--- config.mk ---
export PLATFORM = sky130hd
export DESIGN_NAME = ray_dir_recip_iter_flat
export DESIGN_NICKNAME = d
export VERILOG_FILES = /design/src/rtl/ray_dir_recip_iter_pkg.sv /design/src/rtl/ray_dir_recip_iter_if.sv /design/src/rtl/ray_dir_recip_iter_recip_lane.sv /design/src/rtl/ray_dir_recip_iter.sv /design/src/flat_wrapper.sv
export SDC_FILE = /design/constraint.sdc
export NUM_CORES = 1
export LEC_CHECK = 0
export CORE_MARGIN = 8
export CORE_UTILIZATION = 60
export DETAILED_ROUTE_END_ITERATION = 10
export PLACE_DENSITY_LB_ADDON = 0.12
export SYNTH_ARGS = -nofsm -noshare
export SYNTH_HDL_FRONTEND = slang
export SYNTH_SLANG_ARGS = --single-unit
--- constraint.sdc ---
create_clock -name clk -period 6.9 [get_ports clk]
set_clock_uncertainty 0.2 [all_clocks]
set_input_delay 1.38 -clock clk [delete_from_list [all_inputs] [get_ports clk]]
set_output_delay 1.38 -clock clk [all_outputs]
set_load 0.02 [all_outputs]
--- src/rtl/ray_dir_recip_iter_pkg.sv ---
// Shared types and default number formats for the ray-direction reciprocal unit.
// Optional saturation build: RAY_INV_SAT_EN (see ray_dir_recip_iter_recip_lane).
package ray_dir_recip_iter_pkg;

    localparam int DEF_LANES    = 3;
    localparam int DEF_IN_W     = 32;
    localparam int DEF_IN_FRAC  = 16;
    localparam int DEF_OUT_W    = 36;
    localparam int DEF_OUT_FRAC = 18;

    typedef logic [DEF_LANES-1:0][DEF_IN_W-1:0]  vec3;
    typedef logic [DEF_LANES-1:0][DEF_OUT_W-1:0] vec3_18_18;

    typedef enum logic [1:0] {
        IDLE = 2'd0,
        DIV  = 2'd1,
        DONE = 2'd2
    } state_t;

    // One quotient bit per divide cycle: integer part plus both fraction fields.
    function automatic int iter_bits(input int in_frac, input int out_frac);
        return in_frac + out_frac + 1;
    endfunction

endpackage

--- src/rtl/ray_dir_recip_iter_if.sv ---
// Input/output vector handshake bundle for ray_dir_recip_iter.
interface ray_dir_recip_iter_if #(
    parameter int LANES = 3,
    parameter int IN_W  = 32,
    parameter int OUT_W = 36
);
    // Valid/ready: a beat transfers on a rising edge where valid && ready. The
    // source holds valid and its payload until the transfer; ready may depend on
    // the opposite side's valid within the same cycle.
    logic                   in_valid;
    logic                   in_ready;
    logic [LANES*IN_W-1:0]  in_dir;
    logic                   out_valid;
    logic                   out_ready;
    logic [LANES*OUT_W-1:0] out_inv;
    logic [LANES-1:0]       out_dbz;
    logic [LANES-1:0]       out_ovf;

    modport master (
        output in_valid, in_dir, out_ready,
        input  in_ready, out_valid, out_inv, out_dbz, out_ovf
    );

    modport slave (
        input  in_valid, in_dir, out_ready,
        output in_ready, out_valid, out_inv, out_dbz, out_ovf
    );
endinterface

--- src/rtl/ray_dir_recip_iter_recip_lane.sv ---
// One lane of the reciprocal: |d| capture, restoring shift-subtract, sign/saturation finish.
// RAY_INV_SAT_EN selects saturating results for zero/overflowing lanes; otherwise 0 / wrap.
module ray_dir_recip_iter_recip_lane
    import ray_dir_recip_iter_pkg::*;
#(
    parameter int IN_W  = DEF_IN_W,
    parameter int OUT_W = DEF_OUT_W,
    parameter int ITER  = iter_bits(DEF_IN_FRAC, DEF_OUT_FRAC)
) (
    input  logic             clk,
    input  logic             rst_n,
    input  logic             load_i,
    input  logic             step_i,
    input  logic             shift_bit_i,
    input  logic             finish_i,
    input  logic [IN_W-1:0]  d_i,
    output logic [OUT_W-1:0] inv_o,
    output logic             dbz_o,
    output logic             ovf_o
);

    localparam int QW = ((ITER > OUT_W) ? ITER : OUT_W) + 1;
    localparam logic [QW-1:0] LIM = QW'(1) << (OUT_W - 1);
`ifdef RAY_INV_SAT_EN
    localparam logic [OUT_W-1:0] MAXP = {1'b0, {(OUT_W-1){1'b1}}};
`endif

    logic              sign_q, sign_d;
    logic              zero_q, zero_d;
    logic [IN_W-1:0]   mag_q, mag_d;
    logic [IN_W-1:0]   rem_q, rem_d;
    logic [ITER-1:0]   quo_q, quo_d;
    logic [OUT_W-1:0]  inv_q, inv_d;
    logic              dbz_q, dbz_d;
    logic              ovf_q, ovf_d;

    logic [IN_W:0]     rem_sh;
    logic [IN_W:0]     rem_sub;
    logic [QW-1:0]     q_ext;
    logic [OUT_W-1:0]  q_lo;
    logic [OUT_W-1:0]  res_lo;
    logic              ovf_w;

    always_comb begin
        sign_d = sign_q;
        zero_d = zero_q;
        mag_d  = mag_q;
        rem_d  = rem_q;
        quo_d  = quo_q;
        inv_d  = inv_q;
        dbz_d  = dbz_q;
        ovf_d  = ovf_q;

        // The remainder stays below |d| <= 2^(IN_W-1), so IN_W bits hold it
        // and one extra bit holds the shifted trial value.
        rem_sh  = {rem_q, shift_bit_i};
        rem_sub = rem_sh - {1'b0, mag_q};
        q_ext   = QW'(quo_q);
        q_lo    = OUT_W'(quo_q);
        res_lo  = sign_q ? (~q_lo + 1'b1) : q_lo;
        ovf_w   = !zero_q && (q_ext >= LIM);

        if (load_i) begin
            sign_d = d_i[IN_W-1];
            mag_d  = d_i[IN_W-1] ? (~d_i + 1'b1) : d_i;
            zero_d = (d_i == '0);
            rem_d  = '0;
            quo_d  = '0;
        end else if (step_i) begin
            if (rem_sh >= {1'b0, mag_q}) begin
                rem_d = rem_sub[IN_W-1:0];
                quo_d = {quo_q[ITER-2:0], 1'b1};
            end else begin
                rem_d = rem_sh[IN_W-1:0];
                quo_d = {quo_q[ITER-2:0], 1'b0};
            end
        end else if (finish_i) begin
            dbz_d = zero_q;
            ovf_d = ovf_w;
`ifdef RAY_INV_SAT_EN
            if (zero_q) begin
                inv_d = MAXP;
            end else if (ovf_w) begin
                inv_d = sign_q ? (~MAXP + 1'b1) : MAXP;
            end else begin
                inv_d = res_lo;
            end
`else
            inv_d = zero_q ? '0 : res_lo;
`endif
        end
    end

    always_ff @(posedge clk or negedge rst_n) begin
        if (!rst_n) begin
            sign_q <= 1'b0;
            zero_q <= 1'b0;
            mag_q  <= '0;
            rem_q  <= '0;
            quo_q  <= '0;
            inv_q  <= '0;
            dbz_q  <= 1'b0;
            ovf_q  <= 1'b0;
        end else begin
            sign_q <= sign_d;
            zero_q <= zero_d;
            mag_q  <= mag_d;
            rem_q  <= rem_d;
            quo_q  <= quo_d;
            inv_q  <= inv_d;
            dbz_q  <= dbz_d;
            ovf_q  <= ovf_d;
        end
    end

    assign inv_o = inv_q;
    assign dbz_o = dbz_q;
    assign ovf_o = ovf_q;

endmodule

--- src/rtl/ray_dir_recip_iter.sv ---
// Multi-lane iterative fixed-point reciprocal (1/d) for ray inverse directions.
// Optional build macro: RAY_INV_SAT_EN (saturate zero/overflowing lanes).
module ray_dir_recip_iter
    import ray_dir_recip_iter_pkg::*;
#(
    parameter int LANES    = DEF_LANES,
    parameter int IN_W     = DEF_IN_W,
    parameter int IN_FRAC  = DEF_IN_FRAC,
    parameter int OUT_W    = DEF_OUT_W,
    parameter int OUT_FRAC = DEF_OUT_FRAC
) (
    input  logic                 clk,
    input  logic                 rst_n,
    ray_dir_recip_iter_if.slave  bus,
    output state_t               dbg_state
);

    localparam int ITER = iter_bits(IN_FRAC, OUT_FRAC);
    localparam int CW   = $clog2(ITER + 1);

    state_t          state_q, state_d;
    logic [CW-1:0]   cnt_q, cnt_d;
    logic            in_ready;
    logic            accept;
    logic            step;
    logic            finish;
    logic            shift_bit;

    always_comb begin
        state_d   = state_q;
        cnt_d     = cnt_q;
        step      = 1'b0;
        finish    = 1'b0;
        in_ready  = (state_q == IDLE) || ((state_q == DONE) && bus.out_ready);
        accept    = bus.in_valid && in_ready;
        // Dividend is 2^(ITER-1): its only set bit enters on the first step.
        shift_bit = (cnt_q == CW'(ITER));

        case (state_q)
            IDLE: begin
                if (accept) begin
                    state_d = DIV;
                    cnt_d   = CW'(ITER);
                end
            end
            DIV: begin
                if (cnt_q != '0) begin
                    step  = 1'b1;
                    cnt_d = cnt_q - 1'b1;
                end else begin
                    finish  = 1'b1;
                    state_d = DONE;
                end
            end
            DONE: begin
                if (accept) begin
                    state_d = DIV;
                    cnt_d   = CW'(ITER);
                end else if (bus.out_ready) begin
                    state_d = IDLE;
                end
            end
            default: state_d = IDLE;
        endcase
    end

    always_ff @(posedge clk or negedge rst_n) begin
        if (!rst_n) begin
            state_q <= IDLE;
            cnt_q   <= '0;
        end else begin
            state_q <= state_d;
            cnt_q   <= cnt_d;
        end
    end

    assign bus.in_ready  = in_ready;
    assign bus.out_valid = (state_q == DONE);
    assign dbg_state     = state_q;

    for (genvar i = 0; i < LANES; i++) begin : g_lane
        ray_dir_recip_iter_recip_lane #(
            .IN_W  (IN_W),
            .OUT_W (OUT_W),
            .ITER  (ITER)
        ) u_lane (
            .clk         (clk),
            .rst_n       (rst_n),
            .load_i      (accept),
            .step_i      (step),
            .shift_bit_i (shift_bit),
            .finish_i    (finish),
            .d_i         (bus.in_dir[i*IN_W +: IN_W]),
            .inv_o       (bus.out_inv[i*OUT_W +: OUT_W]),
            .dbz_o       (bus.out_dbz[i]),
            .ovf_o       (bus.out_ovf[i])
        );
    end

endmodule

--- src/flat_wrapper.sv ---
// flat-port wrapper written by rule: the top's interface ports become plain ports
module ray_dir_recip_iter_flat import ray_dir_recip_iter_pkg::*;
#(
    parameter int LANES    = DEF_LANES,
    parameter int IN_W     = DEF_IN_W,
    parameter int IN_FRAC  = DEF_IN_FRAC,
    parameter int OUT_W    = DEF_OUT_W,
    parameter int OUT_FRAC = DEF_OUT_FRAC
)
  (clk, rst_n, dbg_state, bus_in_valid, bus_in_dir, bus_out_ready, bus_in_ready, bus_out_valid, bus_out_inv, bus_out_dbz, bus_out_ovf);
  ray_dir_recip_iter_if #(.LANES(LANES), .IN_W(IN_W), .OUT_W(OUT_W)) bus_i ();
  input  logic clk;
  input  logic rst_n;
  output state_t dbg_state;
  input wire logic [$bits(bus_i.in_valid)-1:0] bus_in_valid;
  input wire logic [$bits(bus_i.in_dir)-1:0] bus_in_dir;
  input wire logic [$bits(bus_i.out_ready)-1:0] bus_out_ready;
  output wire logic [$bits(bus_i.in_ready)-1:0] bus_in_ready;
  output wire logic [$bits(bus_i.out_valid)-1:0] bus_out_valid;
  output wire logic [$bits(bus_i.out_inv)-1:0] bus_out_inv;
  output wire logic [$bits(bus_i.out_dbz)-1:0] bus_out_dbz;
  output wire logic [$bits(bus_i.out_ovf)-1:0] bus_out_ovf;
  assign bus_i.in_valid = bus_in_valid;
  assign bus_i.in_dir = bus_in_dir;
  assign bus_i.out_ready = bus_out_ready;
  assign bus_in_ready = bus_i.in_ready;
  assign bus_out_valid = bus_i.out_valid;
  assign bus_out_inv = bus_i.out_inv;
  assign bus_out_dbz = bus_i.out_dbz;
  assign bus_out_ovf = bus_i.out_ovf;
  ray_dir_recip_iter #(.LANES(LANES), .IN_W(IN_W), .IN_FRAC(IN_FRAC), .OUT_W(OUT_W), .OUT_FRAC(OUT_FRAC)) u_core (.clk(clk), .rst_n(rst_n), .bus(bus_i), .dbg_state(dbg_state));
endmodule
---- Yosys cells after proc, flatten, opt, wreduce, memory -nomap -nowiden ----
Index checks and enable logic that the tools add are counted.
word-level totals
  register bits ........................... 422
  input port bits ......................... 100
  output and inout port bits .............. 118
  word-level logic and storage cells ...... 105
cells by class
  add/subtract/negate cells ............... 10
  order comparisons ....................... 3
  equal/unequal tests ..................... 8
  muxes and demuxes ....................... 39
  bitwise operators ....................... 8
  reduce and logical (&&, ||, !) cells .... 14
operator list
  operator                 count
  $mux W32                 12
  $mux W36                 6
  $mux W35                 6
  $add A36 B1 Y36 const B  3
  $not A35 Y36             3
  $ge A33 B32 Y1           3
  $add A32 B1 Y32 const B  3
  $logic_not A32 Y1        3
  $not A32 Y32             3
  $sub A32 B32 Y32         3
  $mux W6                  2
  $pmux W6 S2              1
  $reduce_and A3 Y1        3
  $mux W2                  4
  $mux W1                  7
  $eq A6 B6 Y1 const B     1
  $ne A2 B1 Y1 const B     3
  $pmux W2 S3              1
  $reduce_bool A6 Y1       1
  $sub A6 B1 Y6 const B    1
  $reduce_bool A2 Y1       2
  $ne A3 B2 Y1 const B     1
  $eq A2 B1 Y1 const B     1
  $eq A2 B2 Y1 const B     1
  6 further kinds          8

---- Longest topological paths before layout ----
  depth in word-level cells ............... 6
  mapped depth ............................ 14
  gate-level depth less buffers ........... 13

---- Hierarchy ----
A second synthesis with hierarchy kept.
second synthesis, totals
  cell total of the unflattened synthesis .. 2959
  area, all modules ....................... 26536.7 µm²
modules (own cells, without submodules)
  module                                                       instances  cells each  area an instance (µm²)  sequential area each (µm²)
  ray_dir_recip_iter_recip_lane (u_core.g_lane[1].u_lane ...)  2          965         8644.5                  3453.3
  ray_dir_recip_iter_recip_lane (u_core.g_lane[0].u_lane)      1          978         8750.9                  3453.3
  ray_dir_recip_iter                                           1          51          496.7                   200.2

---- Worst setup path before layout ----
No wires, ideal clock.
  kind .................................... in2reg
  start ................................... input bus_in_dir[42]
  end ..................................... register u_core.g_lane[1].u_lane.mag_q[30]
  library setup time ...................... 0.129 ns
  data arrival time ....................... 4.002 ns
  required time ........................... 6.571 ns
  setup slack ............................. 2.568 ns
  stages .................................. 9
  path buffers ............................ 0
  cell sequence ........................... or4_1 -> nor4_2 -> nand2b_1 -> or4_1 -> or3_1 -> or3_1 -> o31ai_1 -> xor2_1 -> o21ai_1
between the ends
  word-level cells in the longest chain between the ends .. 3
RTL lines
  what                    line                                  RTL
  start: declaration      flat_wrapper.sv:16                    input wire logic [$bits(bus_i.in_dir)-1:0] bus_in_dir;
  $not A32 Y32            ray_dir_recip_iter_recip_lane.sv:65   mag_d = d_i[IN_W-1] ? (~d_i + 1'b1) : d_i;
  $add A32 B1 Y32         ray_dir_recip_iter_recip_lane.sv:65
  $mux W32                ray_dir_recip_iter_recip_lane.sv:65
  end signal: assignment  ray_dir_recip_iter_recip_lane.sv:107  mag_q <= mag_d;
  end: declaration        ray_dir_recip_iter_recip_lane.sv:30   logic [IN_W-1:0] mag_q, mag_d;
No other way between the ends.
A chain may end at the register's enable or synchronous reset.

---- Worst setup path in the final report ----
  start ................................... register u_core.cnt_q[3]
  end ..................................... register u_core.g_lane[1].u_lane.rem_q[4]
between the ends
  word-level cells in the longest chain between the ends .. 5
  elaborated cells between the ends (all ways) .. 10
  those cells by class .................... add/sub (1); order compare (1); eq/ne (1); mux (5); reduce/logical (2)
RTL lines
  what                                                       line                                                                      RTL
  start: declaration                                         ray_dir_recip_iter.sv:22                                                  logic [CW-1:0] cnt_q, cnt_d;
  start signal: assignment                                   ray_dir_recip_iter.sv:73                                                  cnt_q <= cnt_d;
  $eq A6 B6 Y1                                               ray_dir_recip_iter.sv:37                                                  shift_bit = (cnt_q == CW'(ITER));
  $sub A32 B32 Y32 / $ge A33 B32 Y1 (equally long branches)  ray_dir_recip_iter_recip_lane.sv:57, ray_dir_recip_iter_recip_lane.sv:70
  $mux W32                                                   ray_dir_recip_iter_recip_lane.sv:70                                       if (rem_sh >= {1'b0, mag_q}) begin
  $mux W32                                                   ray_dir_recip_iter_recip_lane.sv:69                                       end else if (step_i) begin
  $mux W32                                                   ray_dir_recip_iter_recip_lane.sv:63                                       if (load_i) begin
  end signal: assignment                                     ray_dir_recip_iter_recip_lane.sv:108                                      rem_q <= rem_d;
  end: declaration                                           ray_dir_recip_iter_recip_lane.sv:31                                       logic [IN_W-1:0] rem_q, rem_d;
Several ways; a longest one is shown, not always the timed one. The select of a mux whose other input is x is not followed.

==> impl_metrics.json <==
{
  "status": "finished, final reports clean",
  "hold_path.startpoint": "u_core.g_lane[1].u_lane.inv_o[19]$_DFFE_PN0P_",
  "busiest_layer": "met2",
  "dp_hpwl_um": 45300,
  "arrival_ns": 5.29,
  "dr.pass1.iters": 5,
  "cellLeakagePower_nw": 13.6,
  "critical-path-slowest-cell": "o311ai_2",
  "p_comb_frac": 0.591,
  "clockBufferDepth": 3,
  "cts_tree": "done",
  "hold_buffers": 0,
  "worstReg2RegEnd": "u_core.g_lane[1].u_lane.rem_q[4]$_DFFE_PN0N_",
  "finalWirelength_um": 63900,
  "gr-usage-all-layers": 0.253,
  "synth-seq-cells": 422,
  "timing.hold.worst.class": "reg2reg",
  "reg2reg_from": "u_core.cnt_q[3]$_DFFE_PN0P_",
  "antenna_found_initial": 0,
  "synth_edf_count": 0,
  "dr_total_vias": 22100,
  "finalMaxSlewViolations": 0,
  "hold_end": "u_core.g_lane[1].u_lane.inv_o[19]$_DFFE_PN0P_",
  "async_flop_share": 1.00,
  "synth.avg_cell_area_um2": 8.52,
  "yosysWarnings": 0,
  "crit_buf_inv": 1,
  "grt_max_degree": 140,
  "path_delay_family": "compound AO/OA/AOI/OAI gates",
  "crit_path_cell_trace": "nor3_1 -> nand3_1 -> ha_1 -> nor2b_1 -> o21ai_0 -> a21oi_1 -> nor3_1 -> o41ai_1 -> a31oi_1 -> o311ai_2 -> buf_4 -> mux2i_1 -> o21ai_0",
  "slowest_delay_ns": 1.00,
  "die_x_um": 223,
  "synth_area_mm2": 0.0257,
  "drive_gt1_frac": 0.0396,
  "hold_viol": 0,
  "holdPathStages": 2,
  "root_buffer": "clkbuf_16",
  "final_util": 0.694,
  "clk_latency_ns": 0.60,
  "cp.depth": 13,
  "top_level_ports": 218,
  "slew_headroom": 0.162,
  "core_area_mm2": 0.0427,
  "die_h_um": 223,
  "die_area_mm2": 0.0497,
  "crit_path_end_kind": "register",
  "mostFrequentLayoutCell": "nand2_1",
  "layout.cells.non_filler": 3704,
  "cts_resized": 0,
  "path_max_fanout": 14,
  "internal-power_mw": 9.38,
  "grtUsageMet3": 0.0349,
  "diodes": 0,
  "start_util": 0.602,
  "postSynthCellCount": 3018,
  "path_clk_slew_ns": 0.06,
  "ir_drop_v": 0.000280,
  "required_ns": 7.16,
  "drtIter0Drc": 1586,
  "p_sw_frac": 0.458,
  "cts_setup_buffers": 0,
  "avgRoutedWirePerCell_um": 17.3,
  "portBuffers": 214,
  "antenna_left": 0,
  "grt_pass1_vias": 21900,
  "place_congestion": 0.903,
  "dp_cells": 3626,
  "tightest_slew_ns": 1.25,
  "reg2regPathDepth": 13,
  "ys_seq_area_frac": 0.411,
  "worstSetupPathType": "reg2reg",
  "layout_common_cells": "582 x nand2_1, 422 x dfrtp_1, 369 x o21ai_0, 213 x clkdlybuf4s50_1, 211 x nand3_1",
  "cts_max_level": 2,
  "grt_pass1_wl_um": 107000,
  "fin_crit_ns": 5.04,
  "synth_cell_types": 68,
  "max_clock_freq_mhz": 199,
  "grt_setup_unrepaired": "no",
  "gr-usage-met1": 0.330,
  "num_rows": 76,
  "synthFlopType": "dfrtp_1",
  "tns_ns": 0,
  "clockPowerShare": 0.146,
  "power_density_mw_per_mm2": 585,
  "drv_cap": 0,
  "p_switching_mw": 7.94,
  "viasPerCell": 5.97,
  "startpoint_type": "register",
  "cts_buffers": 46,
  "met2_usage": 0.429,
  "overflow": 0,
  "cts_sinks": 422,
  "remaining_drc_errors": 0,
  "area_growth_pct": 15.2,
  "p_total_mw": 17.3,
  "period_share": 0.730,
  "setup_violations": 0,
  "p_seq_frac": 0.263,
  "nets": 3336,
  "r2r_setup_slack_ns": 1.86
}
-- logic make-up after synthesis --
group | count (synthesis) | share of synthesized area
xor gates and xnor gates | 271 | 0.0923
and+or+nand+nor | 1070 | 0.190
muxes | 60 | 0.0236
adders and majority gates | 108 | 0.0534
DFF | 422 | 0.411
AOI/OAI and AO/OA | 771 | 0.182
other | 1 | 0.000146
buffers and inverters | 315 | 0.0471
-- flip-flops by register name, indices dropped and copies added (netlist names) --
register and flops:
u_core.cnt_q 6, u_core.dbg_state 2, u_core.g_lane.u_lane.dbz_o 3, u_core.g_lane.u_lane.inv_o 108, u_core.g_lane.u_lane.mag_q 96, u_core.g_lane.u_lane.quo_q 105, u_core.g_lane.u_lane.rem_q 96, u_core.g_lane.u_lane.sign_q 3
u_core.g_lane.u_lane.zero_q 3
-- power groups by stage --
stage               sequential (mW)  combinational (mW)  clock, mW
floorplan                      4.59                7.52          0
global placement               4.52                9.92          0
detailed placement             4.58                10.2          0
CTS                            4.54                10.2       2.57
global route                   4.70                11.5       2.67
finish                         4.55                10.2       2.52
-- worst max-delay path by stage --
stage	start	end	slack [ns]
2_1_floorplan	bus_in_dir[42]	u_core.g_lane[1].u_lane.mag_q[30]$_DFFE_PN0P_	2.57
3_3_place_gp	bus_in_dir[37]	u_core.g_lane[1].u_lane.mag_q[30]$_DFFE_PN0P_	1.80
3_5_place_dp	bus_in_dir[67]	u_core.g_lane[2].u_lane.mag_q[30]$_DFFE_PN0P_	1.78
4_1_cts	u_core.cnt_q[3]$_DFFE_PN0P_	u_core.g_lane[1].u_lane.rem_q[4]$_DFFE_PN0N_	1.92
5_1_grt	u_core.cnt_q[3]$_DFFE_PN0P_	u_core.g_lane[1].u_lane.rem_q[4]$_DFFE_PN0N_	1.45
6_report	u_core.cnt_q[3]$_DFFE_PN0P_	u_core.g_lane[1].u_lane.rem_q[4]$_DFFE_PN0N_	1.86
-- area by class of cell --
cell class,count,area (um^2)
clock buffers,61,1280
multi-input cells,2283,14000
well taps,546,683
clock inverters,17,254
flip-flops and latches,422,10600
inverters,136,510
fillers,3452,13100
repair buffers,239,2350
-- synth_stat cells (all sizes together), types with 21 or more instances --
cell | number | area (um^2)
ha | 105 | 1310
nor2b | 23 | 144
or4 | 37 | 297
o41ai | 38 | 333
inv | 136 | 510
xnor2 | 80 | 701
nand3 | 211 | 1060
mux2i | 56 | 561
a21oi | 106 | 531
o21ai | 375 | 1880
nand2b | 24 | 150
dfrtp | 422 | 10600
or3 | 41 | 272
clkbuf | 158 | 593
o31ai | 72 | 541
buf | 21 | 106
xor2 | 191 | 1670
nor3 | 24 | 120
nor2 | 62 | 233
a21o | 46 | 345
nand2 | 584 | 2190
-- worst reg2reg max path: cells and delay by family (launching register included) --
kind / cells / cell delay, ns
buffers and inverters: 1 / 0.33
multiplexers: 1 / 0.19
flip-flops: 1 / 0.41
AO/OA/AOI/OAI: 6 / 2.52
AND/OR/NAND/NOR: 4 / 0.92
adder cells (fa/ha/maj): 1 / 0.34
-- metrics by stage --
stage               setup WS [ns]  hold slack, ns  cell area, um^2
floorplan                    2.57           0.250            25700
global placement             1.80           0.261            28100
detailed placement           1.78           0.269            28100
CTS                          1.92           0.282            29600
global route                 1.45           0.304            29600
finish                       1.86           0.274            29600
-- per-layer routing --
layer,vias up,wire length [um]
li1,10800,-
met5,-,0
met4,0,1850
met3,122,2850
met2,494,31000
met1,10700,28300
(Power assumes the default switching activity.)
